--- src/rtl/control_sequencer.sv ---
// Multi-cycle control sequencer for the 8-op ISA; latches its own opcode and
// drives all datapath strobes, with a data-RAM wait/timeout and illegal-op trap.
//
// state  | meaning
// IDLE   | waiting for start
// FETCH  | PC increment, opcode latched
// DECODE | legality check, illegal pulse on bad opcode
// EXEC   | operand read / ALU / jump
// MEM    | data RAM access, waits on mem_ready with timeout
// WB     | register write-back or relative branch
module control_sequencer #(
  parameter int OPW         = 4,
  parameter int RAW         = 5,
  parameter int MEM_TIMEOUT = 15
) (
  input  logic           clock,
  input  logic           reset,
  input  logic           start,
  input  logic [OPW-1:0] opcode,
  input  logic           lt_flag,
  input  logic           branch_flag,
  input  logic           mem_ready,
  output logic [2:0]     state,
  output logic           pc_en,
  output logic           pc_load_abs,
  output logic           pc_branch,
  output logic           branch_dir,
  output logic [1:0]     alu_control,
  output logic           read1_en,
  output logic           read2_en,
  output logic           alt_read_sel,
  output logic           alt_write_sel,
  output logic [RAW-1:0] alt_read_addr,
  output logic [RAW-1:0] alt_write_addr,
  output logic           ext_en,
  output logic           alu_linea,
  output logic           reg_wr_en,
  output logic           mem_addr_en,
  output logic           ram_rd_en,
  output logic           ram_wr_en,
  output logic           out_en,
  output logic           busy,
  output logic           illegal,
  output logic           mem_err
);

  typedef enum logic [2:0] {
    S_IDLE = 3'd0, S_FETCH = 3'd1, S_DECODE = 3'd2,
    S_EXEC = 3'd3, S_MEM = 3'd4, S_WB = 3'd5
  } state_t;

  localparam int CW = $clog2(MEM_TIMEOUT + 1);

  typedef struct packed {
    logic           pc_en, pc_load_abs, pc_branch, branch_dir;
    logic [1:0]     alu_control;
    logic           read1_en, read2_en, alt_read_sel, alt_write_sel;
    logic [RAW-1:0] alt_read_addr, alt_write_addr;
    logic           ext_en, alu_linea, reg_wr_en, mem_addr_en;
    logic           ram_rd_en, ram_wr_en, out_en, busy, illegal;
  } ctrl_t;

  state_t         state_q, state_d;
  logic [OPW-1:0] opcode_q, opcode_d;
  logic           lt_q, lt_d, dir_q, dir_d;
  logic [CW-1:0]  cnt_q, cnt_d;
  logic           mem_timeout;
  ctrl_t          ctrl_q;

  function automatic logic is_legal(input logic [OPW-1:0] op);
    return op[OPW-1:3] == '0;
  endfunction

  // Strobes are decoded from the next state so they leave the flops glitch-free.
  function automatic ctrl_t decode(input state_t s, input logic [OPW-1:0] op,
                                   input logic lt, input logic dir);
    ctrl_t c;
    c      = '0;
    c.busy = (s != S_IDLE);
    case (s)
      S_FETCH:  c.pc_en = 1'b1;
      S_DECODE: c.illegal = !is_legal(op);
      S_EXEC: begin
        case (op[2:0])
          3'd0: begin
            c.read1_en = 1'b1; c.alt_read_sel = 1'b1;
            c.alt_read_addr = RAW'(4); c.out_en = 1'b1;
          end
          3'd1: c.pc_load_abs = 1'b1;
          3'd2, 3'd3: begin
            c.read1_en = 1'b1; c.alt_read_sel = 1'b1; c.alt_read_addr = RAW'(2);
            c.ext_en = 1'b1; c.mem_addr_en = 1'b1;
          end
          3'd4: begin
            c.read2_en = 1'b1; c.alt_read_sel = 1'b1; c.alt_read_addr = RAW'(0);
          end
          default: begin
            c.alu_control = (op[2:0] == 3'd6) ? 2'b00 : 2'b01;
            c.read1_en = 1'b1; c.read2_en = 1'b1;
          end
        endcase
      end
      S_MEM: begin
        if (op[2:0] == 3'd2) begin
          c.ram_rd_en = 1'b1;
        end else begin
          c.ram_wr_en = 1'b1; c.alt_read_sel = 1'b1;
          c.alt_read_addr = RAW'(3); c.alu_linea = 1'b1;
        end
      end
      S_WB: begin
        case (op[2:0])
          3'd2: begin
            c.alt_write_sel = 1'b1; c.alt_write_addr = RAW'(1); c.reg_wr_en = 1'b1;
          end
          3'd4: c.reg_wr_en = 1'b1;
          3'd5: begin
            c.pc_branch = lt; c.branch_dir = dir;
          end
          3'd6, 3'd7: begin
            c.alu_control = (op[2:0] == 3'd7) ? 2'b01 : 2'b00;
            c.alt_write_sel = 1'b1; c.alt_write_addr = RAW'(4); c.reg_wr_en = 1'b1;
          end
          default: c = c;
        endcase
      end
      default: c = c;
    endcase
    return c;
  endfunction

  assign mem_timeout = (state_q == S_MEM) && !mem_ready && (cnt_q == CW'(MEM_TIMEOUT - 1));

  always_comb begin
    state_d  = state_q;
    opcode_d = opcode_q;
    lt_d     = lt_q;
    dir_d    = dir_q;
    cnt_d    = cnt_q;
    case (state_q)
      S_IDLE:   if (start) state_d = S_FETCH;
      S_FETCH: begin
        opcode_d = opcode;
        state_d  = S_DECODE;
      end
      S_DECODE: state_d = is_legal(opcode_q) ? S_EXEC : S_FETCH;
      S_EXEC: begin
        case (opcode_q[2:0])
          3'd0, 3'd1: state_d = S_FETCH;
          3'd2, 3'd3: begin
            state_d = S_MEM;
            cnt_d   = '0;
          end
          3'd5: begin
            lt_d    = lt_flag;
            dir_d   = branch_flag;
            state_d = S_WB;
          end
          default: state_d = S_WB;
        endcase
      end
      S_MEM: begin
        if (mem_ready)        state_d = (opcode_q[2:0] == 3'd2) ? S_WB : S_FETCH;
        else if (mem_timeout) state_d = S_FETCH;
        else                  cnt_d = cnt_q + CW'(1);
      end
      S_WB:     state_d = S_FETCH;
      default:  state_d = S_IDLE;
    endcase
  end

  always_ff @(posedge clock or posedge reset) begin
    if (reset) begin
      state_q  <= S_IDLE;
      opcode_q <= '0;
      lt_q     <= 1'b0;
      dir_q    <= 1'b0;
      cnt_q    <= '0;
      ctrl_q   <= '0;
    end else begin
      state_q  <= state_d;
      opcode_q <= opcode_d;
      lt_q     <= lt_d;
      dir_q    <= dir_d;
      cnt_q    <= cnt_d;
      ctrl_q   <= decode(state_d, opcode_d, lt_d, dir_d);
    end
  end

  assign state          = state_q;
  assign pc_en          = ctrl_q.pc_en;
  assign pc_load_abs    = ctrl_q.pc_load_abs;
  assign pc_branch      = ctrl_q.pc_branch;
  assign branch_dir     = ctrl_q.branch_dir;
  assign alu_control    = ctrl_q.alu_control;
  assign read1_en       = ctrl_q.read1_en;
  assign read2_en       = ctrl_q.read2_en;
  assign alt_read_sel   = ctrl_q.alt_read_sel;
  assign alt_write_sel  = ctrl_q.alt_write_sel;
  assign alt_read_addr  = ctrl_q.alt_read_addr;
  assign alt_write_addr = ctrl_q.alt_write_addr;
  assign ext_en         = ctrl_q.ext_en;
  assign alu_linea      = ctrl_q.alu_linea;
  assign reg_wr_en      = ctrl_q.reg_wr_en;
  assign mem_addr_en    = ctrl_q.mem_addr_en;
  assign ram_rd_en      = ctrl_q.ram_rd_en;
  assign ram_wr_en      = ctrl_q.ram_wr_en;
  assign out_en         = ctrl_q.out_en;
  assign busy           = ctrl_q.busy;
  assign illegal        = ctrl_q.illegal;
  assign mem_err        = mem_timeout;

endmodule

--- config.mk ---
export PLATFORM = sky130hd
export DESIGN_NAME = control_sequencer
export DESIGN_NICKNAME = d
export VERILOG_FILES = /design/src/rtl/control_sequencer.sv
export SDC_FILE = /design/constraint.sdc
export NUM_CORES = 1
export LEC_CHECK = 0
export ABC_AREA = 1
export BUFFER_PORTS_ARGS = -buffer_cell sky130_fd_sc_hd__clkbuf_2
export CAP_MARGIN = 20
export CORE_MARGIN = 2
export CORE_UTILIZATION = 51
export DETAILED_ROUTE_END_ITERATION = 10
export GPL_TIMING_DRIVEN = 0
export HOLD_SLACK_MARGIN = 0.05
export PLACE_DENSITY = 0.77
export SETUP_SLACK_MARGIN = 0.15
export SYNTH_ARGS = -nofsm -noshare
export SYNTH_HDL_FRONTEND = slang
export SYNTH_SLANG_ARGS = --single-unit
--- constraint.sdc ---
create_clock -name clock -period 1.6 [get_ports clock]
set_input_delay 0.08 -clock clock [delete_from_list [all_inputs] [get_ports clock]]
set_output_delay 0.08 -clock clock [all_outputs]
set_load 0.01 [all_outputs]
Word-level counts from Yosys, hierarchy flattened
Index checks and enable logic that the tools add are counted.
{ "totals": {"register_bits": 41, "latch_bits": 0, "mem_bits_rw": 0, "mem_bits_ro": 0, "input_bits": 10, "out_inout_bits": 33, "mem_count": 0} }
{ "classes": {"add_sub_neg": 1, "n_mul": 0, "div": 0, "magnitude_cmp": 0, "eq_ne": 25, "shifts": 0, "muxes": 48, "n_bitwise": 0, "n_reduce_logical": 19} }
{ "op_table": {"columns": ["op", "n"], "rows": [
  ["3-bit equality test (second input constant)", 9],
  ["1-bit two-way mux", 26],
  ["3-bit by 2-bit equality test with 1-bit output (second input constant)", 8],
  ["3-bit case mux with 2 select lines", 3],
  ["3-bit case mux with 6 select lines", 1],
  ["4-bit two-way mux", 4],
  ["4-bit case mux with 2 select lines", 2],
  ["3-bit two-way mux", 5],
  ["3-bit by 1-bit equality test with 1-bit output (second input constant)", 4],
  ["4-bit OR reduction", 3],
  ["2-bit two-way mux", 5],
  ["5-bit case mux with 2 select lines", 1],
  ["2-bit OR reduction", 5],
  ["3-bit zero test", 3],
  ["2-bit != test (second input constant)", 3],
  ["5-bit OR reduction", 1],
  ["4-bit by 1-bit adder with 4-bit output (second input constant)", 1],
  ["4-bit equality test (second input constant)", 1],
  ["4-bit AND reduction", 1],
  ["3-bit nonzero test", 1],
  ["3-bit OR reduction", 1],
  ["1-bit logical AND", 2],
  ["1-bit case mux with 2 select lines", 1],
  ["2-bit nonzero test", 1],
  ["1-bit zero test", 1]
]} }

Depth between registers and ports, before layout
Gate-level depths: netlist of the first run.
{ "logic_depth": {"depth_word": 8, "ltp_mapped": 11, "depth_no_buf": 10} }

Worst setup path after synthesis of the first run
Ideal clock, no wire load.
{ "synth_timing": {"path_kind": "register to register", "from": "register cnt_q[0]", "to": "register ctrl_q (netlist bit reg_wr_en)", "setup_ns": 0.116, "t_arrival_ns": 1.391, "t_required_ns": 1.484, "path_slack_ns": 0.092, "path_stages_with_launch": 10, "path_buffers": 0, "period_less_slack_ns": 1.508, "path_cell_list": "dfrtp_1 inv_1 ha_1 nand3_1 nor2_1 nor2_1 nor2_1 inv_2 nand2_4 nor2_2"} }
{ "synth_between": {"elab_chain_len": 7} }
{ "synth_rtl": {"columns": ["item", "line_no", "source"], "rows": [
  ["start, declared", "66", "logic [CW-1:0] cnt_q, cnt_d;"],
  ["start signal, assigned", "185", "cnt_q <= cnt_d;"],
  ["4-bit equality test", "132", "assign mem_timeout = (state_q == S_MEM) && !mem_ready && (cnt_q == CW'(MEM_TIMEOUT - 1));"],
  ["1-bit logical AND", "132", null],
  ["named net mem_err", "44", "output logic mem_err"],
  ["3-bit two-way mux", "164", "else if (mem_timeout) state_d = S_FETCH;"],
  ["3-bit two-way mux", "163", "if (mem_ready) state_d = (opcode_q[2:0] == 3'd2) ? S_WB : S_FETCH;"],
  ["3-bit case mux with 6 select lines", "140", "case (state_q)"],
  ["named net state_d[2]", "63", "state_t state_q, state_d;"],
  ["3-bit equality test", "80", "case (s)"],
  ["1-bit two-way mux", "80", null],
  ["end signal, assigned", "186", "ctrl_q <= decode(state_d, opcode_d, lt_d, dir_d);"],
  ["end, declared", "68", "ctrl_t ctrl_q;"]
]} }
The timed path passes the listed nets, and every way through them passes these cells.
A chain may end at the register's enable or synchronous reset.

Final worst setup path of the first run
{ "layout_timing": {"from": "register state_q[0], in the netlist state[0]", "to": "register ctrl_q (netlist bit reg_wr_en)"} }
{ "layout_between": {"elab_chain_len": 8, "elab_cells_between_ends": 21, "classes_between": "10 x eq/ne; 7 x mux; 4 x reduce/logical"} }
{ "layout_rtl": {"columns": ["item", "line_no", "source"], "rows": [
  ["start, declared", "63", null],
  ["start signal, assigned", "181", "state_q <= state_d;"],
  ["3-bit equality test", "132, 140", null],
  ["1-bit logical AND (2 in a row)", "132", null],
  ["3-bit two-way mux", "164", null],
  ["3-bit two-way mux", "163", null],
  ["3-bit case mux with 6 select lines *", "140", null],
  ["named net state_d[1]", "63", null],
  ["3-bit equality test *", "80", null],
  ["1-bit two-way mux *", "80", null]
]} }
Mark *: on every way through the listed nets, which the timed path passes. The rest lies on a longest branch.

==> results.sh, run 1 <==
export IMPL_met3_length_um=135
export IMPL_boundaryPins=43
export IMPL_grt_pass1_vias=1179
export IMPL_gp_congestion=0.771
export IMPL_netlist_area_um2=1600
export IMPL_die_area_um2=3600
export IMPL_reg2reg_slack_ns=0.12
export IMPL_worstHoldPathCells=3
export IMPL_path_max_fanout=5
export IMPL_hold_end="opcode_q[2]"
export IMPL_drt_iter0_markers=38
export IMPL_cts_buffer_depth=2
export IMPL_cts_sinks=32
export IMPL_cts_tree="done"
export IMPL_grt_overflow=0
export IMPL_yosysUniqueCellTypes=29
export IMPL_numCtsBuffers=5
export IMPL_clock_latency_ns=0.34
export IMPL_p_leak_nw=1.19
export IMPL_met2_length_um=1580
export IMPL_dp_hpwl_um=2110
export IMPL_core_area_um2=3030
export IMPL_synth_top_area_frac=0.501
export IMPL_start_util=0.528
export IMPL_drtPass1Iterations=4
export IMPL_final_area_um2=2140
export IMPL_fmax_mhz=674
export IMPL_end_kind="register"
export IMPL_hold_start="opcode[2]"
export IMPL_cap_violations=0
export IMPL_areaGrowthSynthToFinish_pct=34.1
export IMPL_cp_start_kind="register"
export IMPL_min_period_over_period=0.927
export IMPL_worst_pin_slew_ns=0.726
export IMPL_rr_worst_depth=11
export IMPL_ys_seq_elements=32
export IMPL_irDropWorstVdd_uv=836
export IMPL_fp_dieW_um=60.0
export IMPL_clk_pin_slew_ns=0.10
export IMPL_io_buffers=36
export IMPL_r2r_start="state[0]"
export IMPL_timing_hold_ws_ns=0.0707
export IMPL_grt_max_degree=19
export IMPL_top_layer="met4"
export IMPL_drive_above_1_share=0.506
export IMPL_worstPathArrival_ns=1.72
export IMPL_vias=1262
export IMPL_yosys_warnings=0
export IMPL_skew_ns=0.00761
export IMPL_worstPathRequired_ns=1.84
export IMPL_track_usage=0.196
export IMPL_relSlewSlack=0.516
export IMPL_period_needed_ns=1.48
export IMPL_rsz0062_at_grt="yes"
export IMPL_slew_viol_final=0
export IMPL_final_hold_viol_count=0
export IMPL_avgSynthCellArea_um2=9.57
export IMPL_r2r_end="reg_wr_en"
export IMPL_drcViolationCount=0
export IMPL_nets=246
export IMPL_root_buffer="clkbuf_4"
export IMPL_num_rows=20
export IMPL_placed_cell_area_um2=1870
export IMPL_grt_pass1_wl_um=5020
export IMPL_avgViaCountPerCell=4.52
export IMPL_layout_cells_most_common_list="35 x clkbuf_2, 30 x dfrtp_1, 21 x nand2_1, 20 x buf_4, 17 x nor2_1"
export IMPL_diodes=0
export IMPL_die_h_um=60.0
export IMPL_drtAntennaViolNets=0
export IMPL_cts_max_level=2
export IMPL_status="finished, final reports clean"
export IMPL_antenna_found_initial=0
export IMPL_wire_per_inst_um=10.9
export IMPL_fin_tns_setup_ns=0
export IMPL_setup_viol=0
export IMPL_crit_type="register to register"
export IMPL_min_path_type="input pin to register"
export IMPL_synth_area_top_cells="dfrtp_1 50%, nand2_4 7.0%, nand2_1 5.2%"
export IMPL_synth_cells=167
export IMPL_drt_total_wl_um=3040
export IMPL_layout_commonest_cell="clkbuf_2"
export IMPL_ys_seq_area_frac=0.501
export IMPL_powerDensity_nw_per_um2=1890
export IMPL_yosysTopAreaCell="dfrtp_1"
export IMPL_wl_met1_um=1260
-- stage by stage --
| step | instances | utilization | power [mW] | setup WS, ns |
|---|---|---|---|---|
| 2_1_floorplan | 172 | - | 2.62 | 0.140 |
| 3_3_place_gp | 252 | 0.612 | 2.97 | 0.0957 |
| 3_5_place_dp | 253 | 0.617 | 3.02 | 0.0925 |
| 4_1_cts | 274 | 0.684 | 3.84 | 0.134 |
| 5_1_grt | 279 | 0.708 | 4.36 | 0.00667 |
| 6_report | 279 | 0.708 | 4.05 | 0.117 |
-- kinds of logic (layout without fill, tap and decap cells) --
| kind of cell | Yosys count | in the layout | share of synthesized area |
|---|---|---|---|
| XOR/XNOR | 1 | 1 | 0.00548 |
| buffers and inverters | 36 | 99 | 0.114 |
| other | 1 | 6 | 0.00235 |
| flip-flops | 32 | 32 | 0.501 |
| AO/OA/AOI/OAI | 10 | 10 | 0.0454 |
| adder cells (fa/ha/maj) | 2 | 2 | 0.0157 |
| AND/OR/NAND/NOR | 85 | 85 | 0.316 |
-- power by group --
part	internal [mW]	total [mW]	switching (mW)
sequential	1.04	1.24	0.193
clock	0.326	0.607	0.281
combinational	0.894	2.20	1.31
-- routing by layer --
layer,vias up,GRT usage
met2,39,0.342
met5,-,0
met4,0,0.105
met1,579,0.218
met3,9,0.0455
li1,635,-
-- critical path, stage by stage (launching register included) --
cell     delay, ns
dfrtp_1       0.42
buf_6         0.15
nor2_4        0.07
nand2_2       0.05
or2_1         0.23
buf_6         0.13
nand2_4       0.06
inv_2         0.04
nand2_4       0.06
inv_2         0.04
nand2_4       0.08
nor2_2        0.05
-- timing repair --
item,CTS,global route
cloned,1,0
setup buffers,8,5
hold buffers,4,0
pin swaps,5,6
setup endpoints to repair,14,19
hold endpoints to repair,21,0
resized for setup,8,10
-- cell type report --
| cell class | instances | area (um^2) |
|---|---|---|
| clock buffer | 5 | 37.5 |
| sequential | 32 | 803 |
| timing repair buffer | 55 | 342 |
| buffer | 10 | 82.6 |
| tap | 44 | 55.1 |
| multi-input combinational | 104 | 676 |
| fill | 223 | 885 |
| clock inverter | 3 | 42.5 |
| inverter | 26 | 105 |
-- Yosys cell counts --
cell	count
inv_1	15
o21ai_4	1
nand4_1	3
nand3_4	1
nand2_4	10
nor3_4	1
buf_4	8
inv_4	1
nor2_8	1
nor2_1	21
dfrtp_1	32
nand3_2	3
clkinv_1	1
a21oi_2	1
inv_2	9
nor2_2	5
or2_1	1
nor3_1	2
buf_6	2
o21ai_0	3
nand3b_1	1
a21oi_1	3
xor2_1	1
conb_1	1
nand3_1	12
nand2_2	2
nand2_1	22
ha_1	2
o21ai_2	2
-- sequential cells by signal, indices dropped and copies added, names as in the netlist, 2 cells and up --
register / cells
alt_read_addr: 3
opcode_q: 4
cnt_q: 4
state: 3
alt_write_addr: 2
-- how the worst max path moves through the flow --
stage | cells after the start | endpoint | slack, ns | from
3_5_place_dp | 9 | reg_wr_en | 0.09 | cnt_q[0]
4_1_cts | 11 | reg_wr_en | 0.13 | state[0]
3_3_place_gp | 8 | alt_write_sel | 0.1 | state[2]
6_report | 11 | reg_wr_en | 0.12 | state[0]
5_1_grt | 11 | alu_control[0] | 0.007 | state[0]
2_1_floorplan | 11 | reg_wr_en | 0.14 | state[0]
No activity file was read; power rests on OpenSTA's default activity.
==> inputs of run 2 (changes only) <==
- SETUP_SLACK_MARGIN: 0.15 -> default
==> run 2 against run 1 <==
  * Clock power decreased by 26%
  * Via count decreased by 3.8%
  * Die area stayed put
  * Wire length shrank 1.7%
  * Worst hold slack better by 0.065 ns
  * Setup slack got worse by 0.054 ns
  * Critical path type unchanged
  * Highest routed layer unchanged
==> results.sh, run 2 (synthesized netlist as in run 1, its figures left out) <==
export IMPL_rsz0062_at_grt="yes"
export IMPL_r2r_start="state[0]"
export IMPL_cap_violations=0
export IMPL_gp_congestion=0.779
export IMPL_grt_overflow=0
export IMPL_die_h_um=60.0
export IMPL_diodes=0
export IMPL_clk_pin_slew_ns=0.10
export IMPL_root_buffer="clkbuf_4"
export IMPL_path_max_fanout=8
export IMPL_fin_tns_setup_ns=0
export IMPL_drive_above_1_share=0.461
export IMPL_powerDensity_nw_per_um2=1810
export IMPL_num_rows=20
export IMPL_layout_commonest_cell="clkbuf_2"
export IMPL_io_buffers=36
export IMPL_fp_dieW_um=60.0
export IMPL_worstPathArrival_ns=1.77
export IMPL_cp_start_kind="register"
export IMPL_skew_ns=0.00782
export IMPL_start_util=0.528
export IMPL_totalPowerFinal_mw=3.76
export IMPL_antenna_found_initial=0
export IMPL_fmax_mhz=650
export IMPL_final_hold_viol_count=0
export IMPL_dp_hpwl_um=2140
export IMPL_core_area_um2=3030
export IMPL_min_path_type="input pin to register"
export IMPL_status="finished, final reports clean"
export IMPL_final_core_util=0.688
export IMPL_grt_pass1_wl_um=4600
export IMPL_avgViaCountPerCell=4.40
export IMPL_drt_iter0_markers=18
export IMPL_layout_setup_ws_ns=0.0627
export IMPL_min_period_over_period=0.961
export IMPL_setup_viol=0
export IMPL_grt_max_degree=19
export IMPL_wire_per_inst_um=10.8
export IMPL_cts_buffer_depth=2
export IMPL_drtAntennaViolNets=0
export IMPL_layout_cells_most_common_list="36 x clkbuf_2, 31 x dfrtp_1, 22 x nand2_1, 19 x nor2_1, 17 x buf_4"
export IMPL_boundaryPins=43
export IMPL_worst_pin_slew_ns=0.699
export IMPL_vias=1214
export IMPL_end_kind="register"
export IMPL_place_ws_ns=0.00859
export IMPL_cts_max_level=2
export IMPL_areaGrowthSynthToFinish_pct=30.5
export IMPL_nets=243
export IMPL_p_leak_nw=1.17
export IMPL_reg_top3="cnt_q: 4 flops, opcode_q: 4 flops"
export IMPL_cts_tree="done"
export IMPL_grt_pass1_vias=1066
export IMPL_cts_sinks=32
export IMPL_worstPathRequired_ns=1.84
export IMPL_irDropWorstVdd_uv=1120
export IMPL_crit_type="register to register"
export IMPL_crit_start="state[0]"
export IMPL_hold_start="mem_ready"
export IMPL_numCtsBuffers=5
export IMPL_relSlewSlack=0.534
export IMPL_slew_viol_final=0
export IMPL_clock_latency_ns=0.34
export IMPL_drcViolationCount=0
export IMPL_die_area_um2=3600
export IMPL_track_usage=0.178
export IMPL_period_needed_ns=1.54
export IMPL_drtPass1Iterations=4
export IMPL_drt_total_wl_um=2990
run 2: report_power, final:
part | internal, mW | leakage, nW | switching [mW]
registers | 1.04 | 0.426 | 0.179
logic | 0.819 | 0.705 | 1.27
clock network | 0.168 | 0.0349 | 0.283
total | 2.03 | 1.17 | 1.74
run 2: final cells by class:
type / instances / area [um^2]
fillers: 238 / 943
inverters: 26 / 105
flip-flops and latches: 32 / 802
plain buffers: 10 / 82.6
clock buffers: 5 / 37.5
well taps: 44 / 55.1
repair buffers: 52 / 318
multi-input cells: 104 / 666
clock inverters: 3 / 18.8
run 2: layer usage:
layer,up-vias,part of all wire,track usage
met2,32,0.51,0.287
met4,0,0.015,0.0571
li1,630,-,-
met1,547,0.42,0.226
met3,5,0.046,0.0584
met5,-,0,0
run 2: per-stage QoR:
stage | hold slack (ns) | instances | area (um^2)
finish | 0.136 | 276 | 2080
detailed placement | 0.197 | 253 | 1870
floorplan | 0.186 | 172 | 1620
global route | 0.160 | 276 | 2080
CTS | 0.0894 | 266 | 1980
global placement | 0.280 | 252 | 1850
run 2: repair_timing:
item                                    CTS  global route
pin swaps                                 0            11
buffers inserted                          0             9
cloned                                    0             1
resized for setup                         1             8
endpoints found under the setup margin    4            11
hold endpoints to repair                 22             0
hold buffers                              5             0
run 2: critical path, stage by stage, from the launching register on:
cell,delay [ns]
dfrtp_1,0.43
buf_6,0.15
buf_4,0.13
nand3_4,0.14
nand2_4,0.08
nand2_8,0.09
inv_4,0.07
nor2_8,0.10
nand2_4,0.07
nand2_4,0.11
o21ai_2,0.06
run 2: path summary, 6_finish.rpt:
check	slack, ns	to	cells after the start
hold / removal	0.14	ram_rd_en	4
setup reg to reg	0.06	alt_read_sel	10
max in group asynchronous	0.68	reg_wr_en	4
hold reg to reg	0.50	opcode_q[3]	2
setup / recovery	0.06	alt_read_sel	10
min in group asynchronous	0.38	read1_en	3
